$ cat config.mk
export PLATFORM = sky130hd
export DESIGN_NAME = aer_event_encoder_flat
export DESIGN_NICKNAME = d
export VERILOG_FILES = /design/src/rtl/aer_event_encoder_if.sv /design/src/rtl/aer_event_encoder.sv /design/src/flat_wrapper.sv
export SDC_FILE = /design/constraint.sdc
export NUM_CORES = 1
export LEC_CHECK = 0
export BUFFER_PORTS_ARGS = -buffer_cell sky130_fd_sc_hd__clkbuf_2
export CAP_MARGIN = 15
export CORE_ASPECT_RATIO = 0.75
export CORE_UTILIZATION = 57
export CTS_BUF_LIST = sky130_fd_sc_hd__clkbuf_4
export DETAILED_ROUTE_END_ITERATION = 10
export PLACE_DENSITY = 0.89
export REMOVE_ABC_BUFFERS = 1
export SLEW_MARGIN = 20
export SYNTH_ARGS = -nofsm -noshare
export SYNTH_HDL_FRONTEND = slang
export SYNTH_SLANG_ARGS = --single-unit
$ cat constraint.sdc
create_clock -name clk -period 8.09 [get_ports clk]
set_input_delay 1.618 -clock clk [delete_from_list [all_inputs] [get_ports clk]]
set_output_delay 1.618 -clock clk [all_outputs]
set_load 0.05 [all_outputs]
$ cat src/rtl/aer_event_encoder_if.sv
// ---------------------------------------------------------------------------------------------
// aer_event_encoder_if
//   Bundles the two handshakes that surround the event encoder:
//     - grant side: one-hot group/pixel grants from the arbitration tree, a live-event strobe,
//       and the arb_enable throttle sent back to the arbiters;
//     - event stream: valid/ready output carrying the binary {group, pixel} address and the
//       capture timestamp.
//   modport master : the encoder (consumes grants, drives arb_enable and the event stream)
//   modport slave  : the environment (arbiters + downstream sink)
// ---------------------------------------------------------------------------------------------
interface aer_event_encoder_if #(
    parameter int unsigned GRP_N = 16,
    parameter int unsigned PXL_N = 16,
    parameter int unsigned TS_W  = 16
);
    localparam int unsigned AW = $clog2(GRP_N) + $clog2(PXL_N);

    logic [GRP_N-1:0] grp_gnt;
    logic [PXL_N-1:0] pxl_gnt;
    logic             gnt_valid;
    logic             arb_enable;
    logic             ev_valid;
    logic             ev_ready;
    logic [AW-1:0]    ev_addr;
    logic [TS_W-1:0]  ev_ts;

    modport master (
        input  grp_gnt, pxl_gnt, gnt_valid, ev_ready,
        output arb_enable, ev_valid, ev_addr, ev_ts
    );

    modport slave (
        output grp_gnt, pxl_gnt, gnt_valid, ev_ready,
        input  arb_enable, ev_valid, ev_addr, ev_ts
    );
endinterface

$ cat src/rtl/aer_event_encoder.sv
// ---------------------------------------------------------------------------------------------
// aer_event_encoder
//   Consumer end of a two-level pixel arbitration tree. Each live grant pair (one-hot group,
//   one-hot pixel) is encoded to a binary {group, pixel} address, stamped with a free-running
//   timestamp and buffered in a show-ahead FIFO drained over a valid/ready stream. arb_enable
//   throttles the arbiters when the FIFO nears full; a flush request drains the FIFO and
//   returns to idle with a one-cycle flush_done pulse.
// Ports
//   clk, rst_n   : clock, asynchronous reset (active HIGH despite the name)
//   start        : pulse, idle -> run
//   flush_req    : pulse, run -> drain
//   clr_err      : clears overflow / onehot_err (a same-cycle set wins)
//   ev_if        : grant handshake + event stream (master modport)
//   fifo_level   : registered FIFO occupancy, 0..FIFO_DEPTH
//   flush_done   : pulse when a drain completes
//   overflow     : sticky, grant offered while arb_enable was low
//   onehot_err   : sticky, accepted grant pair not exactly one-hot
// ---------------------------------------------------------------------------------------------
module aer_event_encoder #(
    parameter int unsigned GRP_N      = 16,
    parameter int unsigned PXL_N      = 16,
    parameter int unsigned TS_W       = 16,
    parameter int unsigned FIFO_DEPTH = 8,
    parameter int unsigned AFULL_LVL  = 2
) (
    input  logic                          clk,
    input  logic                          rst_n,
    input  logic                          start,
    input  logic                          flush_req,
    input  logic                          clr_err,
    aer_event_encoder_if.master           ev_if,
    output logic [$clog2(FIFO_DEPTH):0]   fifo_level,
    output logic                          flush_done,
    output logic                          overflow,
    output logic                          onehot_err
);
    localparam int unsigned GA_W    = $clog2(GRP_N);
    localparam int unsigned PA_W    = $clog2(PXL_N);
    localparam int unsigned AW      = GA_W + PA_W;
    localparam int unsigned PTR_W   = $clog2(FIFO_DEPTH);
    localparam int unsigned LVL_W   = PTR_W + 1;
    localparam int unsigned ENTRY_W = AW + TS_W;

    typedef enum logic [1:0] {StIdle, StRun, StDrain} state_e;

    function automatic logic [GA_W-1:0] grp_index(input logic [GRP_N-1:0] v);
        logic [GA_W-1:0] idx;
        idx = '0;
        for (int i = 0; i < GRP_N; i++) begin
            if (v[i]) idx = idx | GA_W'(i);
        end
        return idx;
    endfunction

    function automatic logic [PA_W-1:0] pxl_index(input logic [PXL_N-1:0] v);
        logic [PA_W-1:0] idx;
        idx = '0;
        for (int i = 0; i < PXL_N; i++) begin
            if (v[i]) idx = idx | PA_W'(i);
        end
        return idx;
    endfunction

    state_e                         state_q, state_d;
    logic [TS_W-1:0]                ts_q, ts_d;
    logic [LVL_W-1:0]               level_q, level_d;
    logic [PTR_W-1:0]               wr_ptr_q, wr_ptr_d;
    logic [PTR_W-1:0]               rd_ptr_q, rd_ptr_d;
    logic [ENTRY_W-1:0]             mem_q [FIFO_DEPTH];
    logic [ENTRY_W-1:0]             mem_d [FIFO_DEPTH];
    logic                           arb_enable_q, arb_enable_d;
    logic                           flush_done_q, flush_done_d;
    logic                           overflow_q, overflow_d;
    logic                           onehot_err_q, onehot_err_d;

    logic                           grp_ok, pxl_ok;
    logic                           gnt_live, push, pop, ev_valid;
    logic [ENTRY_W-1:0]             head;

    // Exactly one bit set: non-zero and clearing the lowest set bit leaves nothing.
    assign grp_ok = (ev_if.grp_gnt != '0) &&
                    ((ev_if.grp_gnt & (ev_if.grp_gnt - 1'b1)) == '0);
    assign pxl_ok = (ev_if.pxl_gnt != '0) &&
                    ((ev_if.pxl_gnt & (ev_if.pxl_gnt - 1'b1)) == '0);

    assign ev_valid = (level_q != '0);
    assign gnt_live = ev_if.gnt_valid && arb_enable_q && (state_q == StRun);
    assign push     = gnt_live && grp_ok && pxl_ok;
    assign pop      = ev_valid && ev_if.ev_ready;
    assign head     = mem_q[rd_ptr_q];

    always_comb begin
        state_d      = state_q;
        flush_done_d = 1'b0;
        unique case (state_q)
            StIdle:  if (start) state_d = StRun;
            StRun:   if (flush_req) state_d = StDrain;
            StDrain: begin
                if (level_q == '0) begin
                    state_d      = StIdle;
                    flush_done_d = 1'b1;
                end
            end
            default: state_d = StIdle;
        endcase
    end

    always_comb begin
        mem_d    = mem_q;
        wr_ptr_d = wr_ptr_q + PTR_W'(push);
        rd_ptr_d = rd_ptr_q + PTR_W'(pop);
        level_d  = level_q + LVL_W'(push) - LVL_W'(pop);
        if (push) mem_d[wr_ptr_q] = {grp_index(ev_if.grp_gnt), pxl_index(ev_if.pxl_gnt), ts_q};

        // Counter is parked at zero in idle, including the cycle that enters run.
        ts_d = ((state_q != StIdle) && (state_d != StIdle)) ? ts_q + 1'b1 : '0;

        // Registered throttle: one cycle of lag is absorbed by AFULL_LVL >= 1 spare entries.
        arb_enable_d = (state_d == StRun) &&
                       ((LVL_W'(FIFO_DEPTH) - level_d) > LVL_W'(AFULL_LVL));

        overflow_d   = (ev_if.gnt_valid && !arb_enable_q) || (overflow_q && !clr_err);
        onehot_err_d = (gnt_live && !(grp_ok && pxl_ok)) || (onehot_err_q && !clr_err);
    end

    always_ff @(posedge clk or posedge rst_n) begin
        if (rst_n) begin
            state_q      <= StIdle;
            ts_q         <= '0;
            level_q      <= '0;
            wr_ptr_q     <= '0;
            rd_ptr_q     <= '0;
            arb_enable_q <= 1'b0;
            flush_done_q <= 1'b0;
            overflow_q   <= 1'b0;
            onehot_err_q <= 1'b0;
            for (int i = 0; i < FIFO_DEPTH; i++) mem_q[i] <= '0;
        end else begin
            state_q      <= state_d;
            ts_q         <= ts_d;
            level_q      <= level_d;
            wr_ptr_q     <= wr_ptr_d;
            rd_ptr_q     <= rd_ptr_d;
            arb_enable_q <= arb_enable_d;
            flush_done_q <= flush_done_d;
            overflow_q   <= overflow_d;
            onehot_err_q <= onehot_err_d;
            mem_q        <= mem_d;
        end
    end

    // Address/timestamp forced to zero when empty so reset clears them immediately.
    assign {ev_if.ev_addr, ev_if.ev_ts} = ev_valid ? head : '0;
    assign ev_if.ev_valid   = ev_valid;
    assign ev_if.arb_enable = arb_enable_q;
    assign fifo_level       = level_q;
    assign flush_done       = flush_done_q;
    assign overflow         = overflow_q;
    assign onehot_err       = onehot_err_q;
endmodule

$ cat src/flat_wrapper.sv
// flat-port wrapper written by rule: the top's interface ports become plain ports
module aer_event_encoder_flat 
#(
    parameter int unsigned GRP_N      = 16,
    parameter int unsigned PXL_N      = 16,
    parameter int unsigned TS_W       = 16,
    parameter int unsigned FIFO_DEPTH = 8,
    parameter int unsigned AFULL_LVL  = 2
)
  (clk, rst_n, start, flush_req, clr_err, fifo_level, flush_done, overflow, onehot_err, ev_if_grp_gnt, ev_if_pxl_gnt, ev_if_gnt_valid, ev_if_ev_ready, ev_if_arb_enable, ev_if_ev_valid, ev_if_ev_addr, ev_if_ev_ts);
  aer_event_encoder_if #(.GRP_N(GRP_N), .PXL_N(PXL_N), .TS_W(TS_W)) ev_if_i ();
  input  logic clk;
  input  logic rst_n;
  input  logic start;
  input  logic flush_req;
  input  logic clr_err;
  output logic [$clog2(FIFO_DEPTH):0] fifo_level;
  output logic flush_done;
  output logic overflow;
  output logic onehot_err;
  input wire logic [$bits(ev_if_i.grp_gnt)-1:0] ev_if_grp_gnt;
  input wire logic [$bits(ev_if_i.pxl_gnt)-1:0] ev_if_pxl_gnt;
  input wire logic [$bits(ev_if_i.gnt_valid)-1:0] ev_if_gnt_valid;
  input wire logic [$bits(ev_if_i.ev_ready)-1:0] ev_if_ev_ready;
  output wire logic [$bits(ev_if_i.arb_enable)-1:0] ev_if_arb_enable;
  output wire logic [$bits(ev_if_i.ev_valid)-1:0] ev_if_ev_valid;
  output wire logic [$bits(ev_if_i.ev_addr)-1:0] ev_if_ev_addr;
  output wire logic [$bits(ev_if_i.ev_ts)-1:0] ev_if_ev_ts;
  assign ev_if_i.grp_gnt = ev_if_grp_gnt;
  assign ev_if_i.pxl_gnt = ev_if_pxl_gnt;
  assign ev_if_i.gnt_valid = ev_if_gnt_valid;
  assign ev_if_i.ev_ready = ev_if_ev_ready;
  assign ev_if_arb_enable = ev_if_i.arb_enable;
  assign ev_if_ev_valid = ev_if_i.ev_valid;
  assign ev_if_ev_addr = ev_if_i.ev_addr;
  assign ev_if_ev_ts = ev_if_i.ev_ts;
  aer_event_encoder #(.GRP_N(GRP_N), .PXL_N(PXL_N), .TS_W(TS_W), .FIFO_DEPTH(FIFO_DEPTH), .AFULL_LVL(AFULL_LVL)) u_core (.clk(clk), .rst_n(rst_n), .start(start), .flush_req(flush_req), .clr_err(clr_err), .ev_if(ev_if_i), .fifo_level(fifo_level), .flush_done(flush_done), .overflow(overflow), .onehot_err(onehot_err));
endmodule
* Yosys cells after proc, flatten, opt, wreduce, memory -nomap -nowiden
Cells that the tools add are included.
** Storage, ports and cells
- Register bits :: 224
- Input port bits :: 39
- Output and inout bits :: 33
** Cells by class
- Add/subtract/negate cells :: 8
- Order comparisons :: 4
- Equal/unequal tests :: 3
- Muxes and demuxes :: 46
- Bitwise gates (word level) :: 4
- Reductions and logical operators :: 29
** Operators with widths (number)
- $bwmux 192 :: 1
- $mux 24 :: 4
- $bmux 24 s3 :: 1
- $demux 24 s3 :: 1
- $mux 4 :: 18
- $and 16x16->16 :: 2
- $logic_not 16->1 :: 2
- $reduce_bool 16->1 :: 2
- $sub 16x1->16 const B :: 2
- $mux 3 :: 8
- $add 16x1->16 const B :: 1
- $mux 16 :: 1
- $logic_and 1x1->1 :: 15
- $mux 2 :: 7
- $ge 4x4->1 const B :: 2
- $not 3->4 :: 2
- $add 3x1->3 :: 2
- $pmux 2 s3 :: 1
- $add 4x1->4 :: 1
- $eq 2x1->1 const B :: 2
- $gt 4x2->1 const B :: 1
- $logic_not 4->1 :: 1
- $lt 4x1->1 const B :: 1
- $mux 1 :: 4
- 8 further kinds :: 12

* Logic depth before layout (Yosys ltp)
Gate-level depths: netlist of run 1.
- Depth after elaboration :: 17
- Mapped depth :: 15

* Worst setup path before layout of run 1
No wires, ideal clock.
- Path kind :: input to register
- From :: input port ev_if_grp_gnt[0]
- To :: register u_core.arb_enable_q, in the netlist u_core.ev_if.arb_enable
- Arrival time :: 4739 ps
- Path slack :: 3232 ps
- Stages on the path :: 12
- Cells stage by stage :: or4_1 > a2111oi_1 > a31oi_1 > or4b_1 > buf_6 > nor3_1 > ha_1 > fa_1 > inv_1 > ha_1 > nor2b_1 > o21a_1
** Between the ends
- Cells in the longest elaborated chain, start to end :: 11
- Elaborated cells on any way between the ends :: 12
** Ends and longest elaborated chain
- start: declaration :: RTL line flat_wrapper.sv:21 : input wire logic [$bits(ev_if_i.grp_gnt)-1:0] ev_if_grp_gnt;
- $sub 16x1->16 :: RTL line aer_event_encoder.sv:82 : ((ev_if.grp_gnt & (ev_if.grp_gnt - 1'b1)) == '0);
- $and 16x16->16 :: RTL line aer_event_encoder.sv:82
- $logic_not 16->1 :: RTL line aer_event_encoder.sv:82
- $logic_and 1x1->1 (*) :: RTL line aer_event_encoder.sv:81 : assign grp_ok = (ev_if.grp_gnt != '0) &&
- $logic_and 1x1->1 (*) (2 in series) :: RTL line aer_event_encoder.sv:88 : assign push = gnt_live && grp_ok && pxl_ok;
- $add 4x1->4 (*) :: RTL line aer_event_encoder.sv:112 : level_d = level_q + LVL_W'(push) - LVL_W'(pop);
- $sub 4x1->4 (*) :: RTL line aer_event_encoder.sv:112
- via u_core.level_d[1] :: RTL line aer_event_encoder.sv:66 : logic [LVL_W-1:0] level_q, level_d;
- $sub 4x4->4 (*) :: RTL line aer_event_encoder.sv:120 : ((LVL_W'(FIFO_DEPTH) - level_d) > LVL_W'(AFULL_LVL));
- $gt 4x2->1 (*) :: RTL line aer_event_encoder.sv:120
- $logic_and 1x1->1 (*) :: RTL line aer_event_encoder.sv:119 : arb_enable_d = (state_d == StRun) &&
- via u_core.arb_enable_d :: RTL line aer_event_encoder.sv:71 : logic arb_enable_q, arb_enable_d;
- end signal: assignment :: RTL line aer_event_encoder.sv:144 : arb_enable_q <= arb_enable_d;
- end: declaration :: RTL line aer_event_encoder.sv:71
Mark *: on every way through the listed nets, which the timed path passes. The rest lies on a longest branch.
A chain may end at the register's enable or synchronous reset.

* Final worst setup path of run 1
Ends and elaborated chain as after synthesis.

==> implementation parameters, run 1 <==
Parameter                              Value

Hold path
  Worst Hold Class ... flip-flop to flip-flop
  Startpoint of the tightest hold check path ... u_core.mem_q[21]$_DFFE_PP0P_

Worst setup path
  Crit path kind ... input pin to flip-flop
  Launching element of the worst setup path ... ev_if_grp_gnt[0]
  Worst EP arrival ... between 5 and 6 ns
  Endpoint required time on the critical path ... 8.65 ns
  Maximum net fanout on the critical path ... 7
  Startpoint type of the worst setup path ... input pin
  Crit. End Element ... flip-flop
  Reg2Reg Launch Point ... u_core.fifo_level[2]$_DFF_PP0_

Timing
  Slew @ Worst Pin ... between 1 and 1.5 ns
  Worst slew margin ... between 30% and 40%
  Min Hold Slack ... just under 0.5 ns
  Fin. max-slew vios ... 0
  Clock tree skew after final layout ... between 0.02 and 0.03 ns
  Final period demand of the worst path ... 4.95 ns
  Max Clock Freq ... between 200 and 250 MHz
  Final critical-path share of the clock period ... 61.1%
  Final setup violating endpoints ... 0
  Final Hold Viols ... 0
  Unrepaired setup endpoints after global routing ... false
  TNS Setup ... 0 ns

Final layout
  Sequential cell area in the final layout ... around 5600 um2
  Multi-input gate area ... 4920 um2
  Most frequent standard cell in the layout excluding fill and tap cells ... sky130_fd_sc_hd__dfrtp_1
  Most used cells in the layout excluding fill and tap cells ... sky130_fd_sc_hd__dfrtp_1, sky130_fd_sc_hd__mux2_2, sky130_fd_sc_hd__clkbuf_4
  Share of final-layout standard cells stronger than drive strength 1 ... 46.6%
  Final Instance Count excl. Fillers ... 1127
  Post-layout utilization of the core ... between 60% and 70%
  Area growth from synthesis to layout ... 10.6%
  Filler Cells Inserted ... roughly 1300
  Net count of the finished layout ... 895
  Diode insertion count for antenna repair ... 0

Route
  Iteration count of the initial detailed-routing pass ... 4
  Vias per Instance ... around 6.0
  Detailed-route DRC error count ... 0
  Routed vias ... roughly 6800
  Number of DRC violations after detailed-routing iteration 0 ... ~530
  Antenna-violating nets left ... 0
  Detailed-route wire length ... 22900 um
  Routed len/inst ... 20.3 um

Pwr
  Power density normalized to cell area ... approximately 220 nW/um2
  Cell leakage power ... 6.07 nW
  Worst voltage drop across the vdd grid ... 0.233 mV

CTS
  Max Root-Sink Buffers ... 3
  Number of levels in the clock H-tree ... 2
  Total setup buffers inserted after CTS ... 0
  Cell at the root of the clock tree ... sky130_fd_sc_hd__clkbuf_4
  Clock latency on the worst-skew pair ... 0.63 ns
  Number of buffers created by CTS ... 50
  Post-cts repair resize count ... 0
  Hold buffer count at CTS ... 0
  Clock tree from TritonCTS ... built
  Clock sink count ... 224
  Clock transition at path regs ... 0.07 ns

GRT
  Global router's overall resource usage ... about a quarter
  Met1 demand-to-capacity share in global routing ... a little over a third
  Global route hottest layer ... met2
  Number of antenna violations at the first check in global routing ... 0
  Via count of the first global-routing pass ... about 7200
  First-pass GRT wire length ... 38200 um
  Met3 usage ... between 5 and 6%
  Pin count of the biggest net entering global routing ... 155
  GRT met2 Usage ... 40.3%
  Overall overflow remaining after global route ... 0

Yosys
  Async SR Flop Fraction ... 100%
  Number of instances in the synthesized netlist ... 760
  Part of the Yosys area used for sequential elements ... between 50% and 60%
  Mapped cell area ... 10900 um2
  Top_reg_cell synth ... sky130_fd_sc_hd__dfrtp_1
  Yosys cell types ... 51
  Post-synthesis register bit count ... 224
  Count of yosys warnings during synthesis ... 0
  EDFF count, synth ... 0
  Mean instance size in the synthesized netlist ... ~14 um2

Placed design
  Half-perimeter wire length after detailed placement ... 13400 um
  GPL Wtd Cong ... 0.885
  Instance count after placement with tap cells included ... 1038
  Number of buffers inserted by port buffering ... 71

Job
  Max Cap Viol ... 0

Die
  Area enclosed by the die boundary ... between 15000 and 20000 um2
  Die boundary height ... 122 um
  I/O pin count ... 72
  Std-Cell Rows ... 43
  Width of the chip ... 161 um
  Area of the core ... 18600 um2
  Initial core utilization ... between 50% and 60%

Status
  Outcome ... finished clean
critical path, stage by stage:
cell and delay (ns):
sky130_fd_sc_hd__clkbuf_2 0.13, sky130_fd_sc_hd__or4_1 0.59, sky130_fd_sc_hd__a2111oi_1 0.39, sky130_fd_sc_hd__a31oi_1 0.11, sky130_fd_sc_hd__or4b_1 0.79, sky130_fd_sc_hd__nor3_1 0.42
sky130_fd_sc_hd__ha_1 0.27, sky130_fd_sc_hd__fa_1 0.48, sky130_fd_sc_hd__inv_1 0.10, sky130_fd_sc_hd__ha_1 0.18, sky130_fd_sc_hd__nor3_1 0.07, sky130_fd_sc_hd__a31oi_1 0.21
sky130_fd_sc_hd__o21a_1 0.14
cell usage after synthesis (2+ instances only):
library cell / instances / area, um2
sky130_fd_sc_hd__nand4_1: 12 / 75.1
sky130_fd_sc_hd__o32ai_1: 2 / 17.5
sky130_fd_sc_hd__and3_1: 5 / 31.3
sky130_fd_sc_hd__ha_1: 12 / 150
sky130_fd_sc_hd__and4_1: 2 / 17.5
sky130_fd_sc_hd__xor2_1: 12 / 105
sky130_fd_sc_hd__buf_1: 8 / 30.0
sky130_fd_sc_hd__nand3_1: 6 / 30.0
sky130_fd_sc_hd__a21oi_1: 6 / 30.0
sky130_fd_sc_hd__a211oi_1: 2 / 15.0
sky130_fd_sc_hd__mux2_4: 20 / 300
sky130_fd_sc_hd__a31oi_1: 3 / 18.8
sky130_fd_sc_hd__nor4b_4: 3 / 71.3
sky130_fd_sc_hd__o21ai_0: 4 / 20.0
sky130_fd_sc_hd__a2111oi_0: 2 / 17.5
sky130_fd_sc_hd__mux2_2: 169 / 1900
sky130_fd_sc_hd__nor4_1: 13 / 81.3
sky130_fd_sc_hd__o21a_1: 2 / 15.0
sky130_fd_sc_hd__nor4_4: 3 / 63.8
sky130_fd_sc_hd__a21o_1: 2 / 15.0
sky130_fd_sc_hd__or4_1: 3 / 22.5
sky130_fd_sc_hd__mux2_1: 3 / 33.8
sky130_fd_sc_hd__clkbuf_1: 31 / 116
sky130_fd_sc_hd__buf_12: 2 / 40.0
sky130_fd_sc_hd__dfrtp_1: 224 / 5610
sky130_fd_sc_hd__mux4_2: 48 / 1080
sky130_fd_sc_hd__nand2_1: 13 / 48.8
sky130_fd_sc_hd__nor3_1: 9 / 45.0
sky130_fd_sc_hd__inv_1: 18 / 67.6
sky130_fd_sc_hd__buf_6: 2 / 22.5
sky130_fd_sc_hd__nor2_1: 54 / 203
sky130_fd_sc_hd__nor2b_1: 5 / 31.3
sky130_fd_sc_hd__xnor2_1: 7 / 61.3
sky130_fd_sc_hd__buf_2: 8 / 40.0
sky130_fd_sc_hd__mux2i_1: 26 / 260
sky130_fd_sc_hd__o22ai_1: 4 / 25.0
worst paths after layout:
kind	endpoint	slack, ns	depth (start not counted)
setup / recovery	u_core.ev_if.arb_enable$_DFF_PP0_	3.14	13
hold / removal	u_core.mem_q[21]$_DFFE_PP0P_	0.49	1
setup reg to reg	u_core.ev_if.arb_enable$_DFF_PP0_	5.00	14
hold reg to reg	u_core.mem_q[21]$_DFFE_PP0P_	0.49	1
max in group asynchronous	u_core.mem_q[36]$_DFFE_PP0P_	5.52	3
min in group asynchronous	u_core.overflow$_DFF_PP0_	1.13	2
area by class of cell:
type | count | share of cell area [%]
Timing Repair Buffer | 83 | 3.71
Tap cell | 247 | 2.58
Clock buffer | 79 | 4.94
Multi-Input combinational cell | 466 | 41.0
Inverter | 18 | 0.667
Sequential cell | 224 | 46.8
Clock inverter | 10 | 0.313
per-stage QoR:
| stage | setup slack [ns] | power, mW | cell area (um2) |
|---|---|---|---|
| after floorplan | 0.338 | 1.66 | 10600 |
| after global placement | 2.71 | 1.81 | 11400 |
| after detailed placement | 2.62 | 1.83 | 11400 |
| after CTS | 3.25 | 2.70 | 12000 |
| after global routing | 3.00 | 2.82 | 12000 |
| final | 3.14 | 2.68 | 12000 |
cells by family (layout without fill, tap and decap cells):
family | count (synthesis) | count (layout) | share of synthesized area (%)
flip-flops | 224 | 224 | 51.6
multiplexers | 266 | 266 | 33.0
AO/OA/AOI/OAI | 31 | 31 | 1.95
buffers and inverters | 70 | 190 | 2.99
XOR/XNOR | 19 | 19 | 1.53
AND/OR/NAND/NOR | 136 | 136 | 7.26
adder cells (fa/ha/maj) | 14 | 14 | 1.66
power breakdown:
part | switching, mW | total (mW) | internal (mW)
Clock | 0.430 | 0.871 | 0.441
Sequential | 0.117 | 1.27 | 1.15
Combinational | 0.315 | 0.538 | 0.223
Total | 0.861 | 2.68 | 1.82
registers in the layout, summed over array words and instances (netlist names):
name	cells
u_core.onehot_err	1
u_core.ts_q	16
u_core.state_q	2
u_core.flush_done	1
u_core.ev_if.arb_enable	1
u_core.fifo_level	4
u_core.mem_q	192
u_core.rd_ptr_q	3
u_core.wr_ptr_q	3
u_core.overflow	1
routing by layer:
layer	up-vias	share of wire (%)	routed length [um]
li1	3001	-	-
met1	3564	45	10300
met2	194	48	11000
met3	34	5.6	1280
met4	0	1.3	308
met5	-	0	0
No activity file was read; power rests on OpenSTA's default activity.
==> inputs of run 2 (changes only) <==
==> constraint.sdc (replaced) <==
create_clock -name clk -period 4.3 [get_ports clk]
set_input_delay 0.86 -clock clk [delete_from_list [all_inputs] [get_ports clk]]
set_output_delay 0.86 -clock clk [all_outputs]
set_load 0.05 [all_outputs]
==> implementation parameters, run 2 (synthesized netlist as in run 1, its figures left out) <==
Parameter                              Value

Status
  Outcome ... finished clean (unchanged)

Placed design
  Instance count after placement with tap cells included ... 1060 (was 1038)
  Number of buffers inserted by port buffering ... 71 (unchanged)
  GPL Wtd Cong ... 0.884 (was 0.885)
  Half-perimeter wire length after detailed placement ... 14300 um (was 13400 um)

CTS
  Number of buffers created by CTS ... 51 (was 50)
  Clock sink count ... 224 (unchanged)
  Cell at the root of the clock tree ... sky130_fd_sc_hd__clkbuf_4 (unchanged)
  Max Root-Sink Buffers ... 3 (unchanged)
  Number of levels in the clock H-tree ... 2 (unchanged)
  Hold buffer count at CTS ... 0 (unchanged)
  Clock tree from TritonCTS ... built (unchanged)
  Post-cts repair resize count ... 0 (unchanged)
  Clock transition at path regs ... 0.07 ns (about the same)
  Clock latency on the worst-skew pair ... 0.65 ns (was 0.63 ns)
  Total setup buffers inserted after CTS ... 0 (unchanged)

Final layout
  Net count of the finished layout ... 918 (was 895)
  Multi-input gate area ... 4930 um2 (was 4920 um2)
  Share of final-layout standard cells stronger than drive strength 1 ... 47.8% (was 46.6%)
  Number of flip-flops in the largest register ... 192 (unchanged)
  Register with the highest flop count ... u_core.mem_q (unchanged)
  Sequential cell area in the final layout ... 5610 um2 (unchanged)
  Post-layout utilization of the core ... 65.8% (was 64.7%)
  Most used cells in the layout excluding fill and tap cells ... sky130_fd_sc_hd__dfrtp_1, sky130_fd_sc_hd__mux2_2, sky130_fd_sc_hd__clkbuf_4 (unchanged)
  Most frequent standard cell in the layout excluding fill and tap cells ... sky130_fd_sc_hd__dfrtp_1 (unchanged)
  Area growth from synthesis to layout ... 12.5% (was 10.6%)
  Filler Cells Inserted ... 1300 (was 1335)
  Final Instance Count excl. Fillers ... 1144 (was 1127)

Route
  Iteration count of the initial detailed-routing pass ... 5 (was 4)
  Routed len/inst ... 20.2 um (was 20.3 um)
  Vias per Instance ... 5.99 (was 6.03)
  Routed vias ... 6856 (was 6793)
  Antenna-violating nets left ... 0 (unchanged)
  Number of DRC violations after detailed-routing iteration 0 ... 400 (was 527)
  Detailed-route DRC error count ... 0 (unchanged)
  Detailed-route wire length ... 23100 um (was 22900 um)

GRT
  Via count of the first global-routing pass ... 7246 (was 7228)
  Global router's overall resource usage ... 25.2% (about the same)
  Pin count of the biggest net entering global routing ... 133 (was 155)
  Overall overflow remaining after global route ... 0 (unchanged)
  First-pass GRT wire length ... 38000 um (was 38200 um)
  Number of antenna violations at the first check in global routing ... 1 (was 0)

Worst setup path
  Most frequent cell on the critical path ... sky130_fd_sc_hd__ha_1
  Dominant delay contributor by cell family on the critical path ... simple AND/OR/NAND/NOR gates (unchanged)
  Worst EP arrival ... 4.38 ns (was 5.50 ns)
  Maximum net fanout on the critical path ... 4 (was 7)
  Crit path kind ... input pin to flip-flop (unchanged)
  Endpoint required time on the critical path ... 4.81 ns (was 8.65 ns)
  Cells along the critical path ... clkbuf_2, or4_1, a2111oi_1, a31oi_1, or4b_1, nor3_1, ha_1, fa_1, inv_1, ha_1, nor2b_1, o21a_1 (was clkbuf_2, or4_1, a2111oi_1, a31oi_1, or4b_1, nor3_1, ha_1, fa_1, inv_1, ha_1, nor3_1, a31oi_1, o21a_1)
  Longest individual stage delay on the worst path ... 0.60 ns (was 0.79 ns)
  Crit. End Element ... flip-flop (unchanged)
  Critical Path Slowest Stage Cell ... sky130_fd_sc_hd__or4b_1 (unchanged)
  Startpoint type of the worst setup path ... input pin (unchanged)
  R2R setup slack ... 1.32 ns (was 5.00 ns)
  Number of buffer and inverter stages on the critical path ... 2 (unchanged)

Timing
  Slew @ Worst Pin ... 0.950 ns (was 1.02 ns)
  Min Hold Slack ... 0.394 ns (was 0.490 ns)
  Clock tree skew after final layout ... 0.0420 ns (was 0.0299 ns)
  Final critical-path share of the clock period ... around nine tenths
  Unrepaired setup endpoints after global routing ... false (unchanged)
  Final Hold Viols ... 0 (unchanged)
  Final setup violating endpoints ... 0 (unchanged)
  Worst slew margin ... 36.6% (was 32.3%)
  Max Clock Freq ... 259 MHz
  Final period demand of the worst path ... between 3 and 4 ns
  Fin. max-slew vios ... 0 (unchanged)

Die
  Width of the chip ... 161 um (unchanged)
  Area enclosed by the die boundary ... 19600 um2 (unchanged)
  I/O pin count ... 72 (unchanged)
  Initial core utilization ... 58.5% (unchanged)
  Area of the core ... 18600 um2 (unchanged)
  Std-Cell Rows ... 43 (unchanged)
  Die boundary height ... 122 um (unchanged)

Pwr
  Cell leakage power ... 6.18 nW (was 6.07 nW)
  Power density normalized to cell area ... 413 nW/um2 (was 223 nW/um2)
  Worst voltage drop across the vdd grid ... 0.421 mV (was 0.233 mV)

Hold path
  Worst Hold Class ... input pin to async pin (was flip-flop to flip-flop)

Job
  Max Cap Viol ... 0 (unchanged)
[run 2: worst paths after layout]
check                                                    start                                end  cells past startpoint
worst max-delay path                          ev_if_grp_gnt[0]  u_core.ev_if.arb_enable$_DFF_PP0_                     12
worst min-delay path                                     rst_n        u_core.onehot_err$_DFF_PP0_                      2
worst max register to register  u_core.fifo_level[2]$_DFF_PP0_  u_core.ev_if.arb_enable$_DFF_PP0_                     14
worst min register to register    u_core.mem_q[20]$_DFFE_PP0P_       u_core.mem_q[20]$_DFFE_PP0P_                      1
max in group asynchronous                                rst_n      u_core.mem_q[121]$_DFFE_PP0P_                      3
min in group clk                                       clr_err          u_core.overflow$_DFF_PP0_                      2
[run 2: final cells by class]
type / count / share of cell area (%)
diodes: 1 / 0.0205
clock buffers: 72 / 4.43
clock inverters: 11 / 0.359
inverters: 18 / 0.615
multi-input cells: 466 / 40.4
flip-flops and latches: 224 / 46.0
well taps: 247 / 2.53
repair buffers: 105 / 5.72
[run 2: through the flow]
stage	total power, mW	TNS [ns]	instance area [um2]	setup WS (ns)
detailed placement	3.51	-0.120	11600	-0.120
floorplan	3.12	-603.56	10600	-2.69
global route	5.29	0	12200	0.320
CTS	5.09	0	12200	0.482
finish	5.04	0	12200	0.432
global placement	3.47	-0.0624	11600	-0.0624
[run 2: routing by layer]
layer / share of wire, % / up-vias / routed length (um) / GRT usage [%]
met5: 0 / - / 0 / 0
met3: 5.1 / 49 / 1180 / 4.51
li1: - / 3053 / - / -
met4: 1.9 / 0 / 447 / 9.26
met2: 48 / 196 / 11000 / 40.1
met1: 45 / 3558 / 10400 / 35.1
[run 2: report_power, final]
| part | switching (mW) | internal, mW |
|---|---|---|
| Sequential | 0.202 | 2.17 |
| Clock | 0.808 | 0.764 |
| Combinational | 0.628 | 0.467 |
| Total | 1.64 | 3.40 |
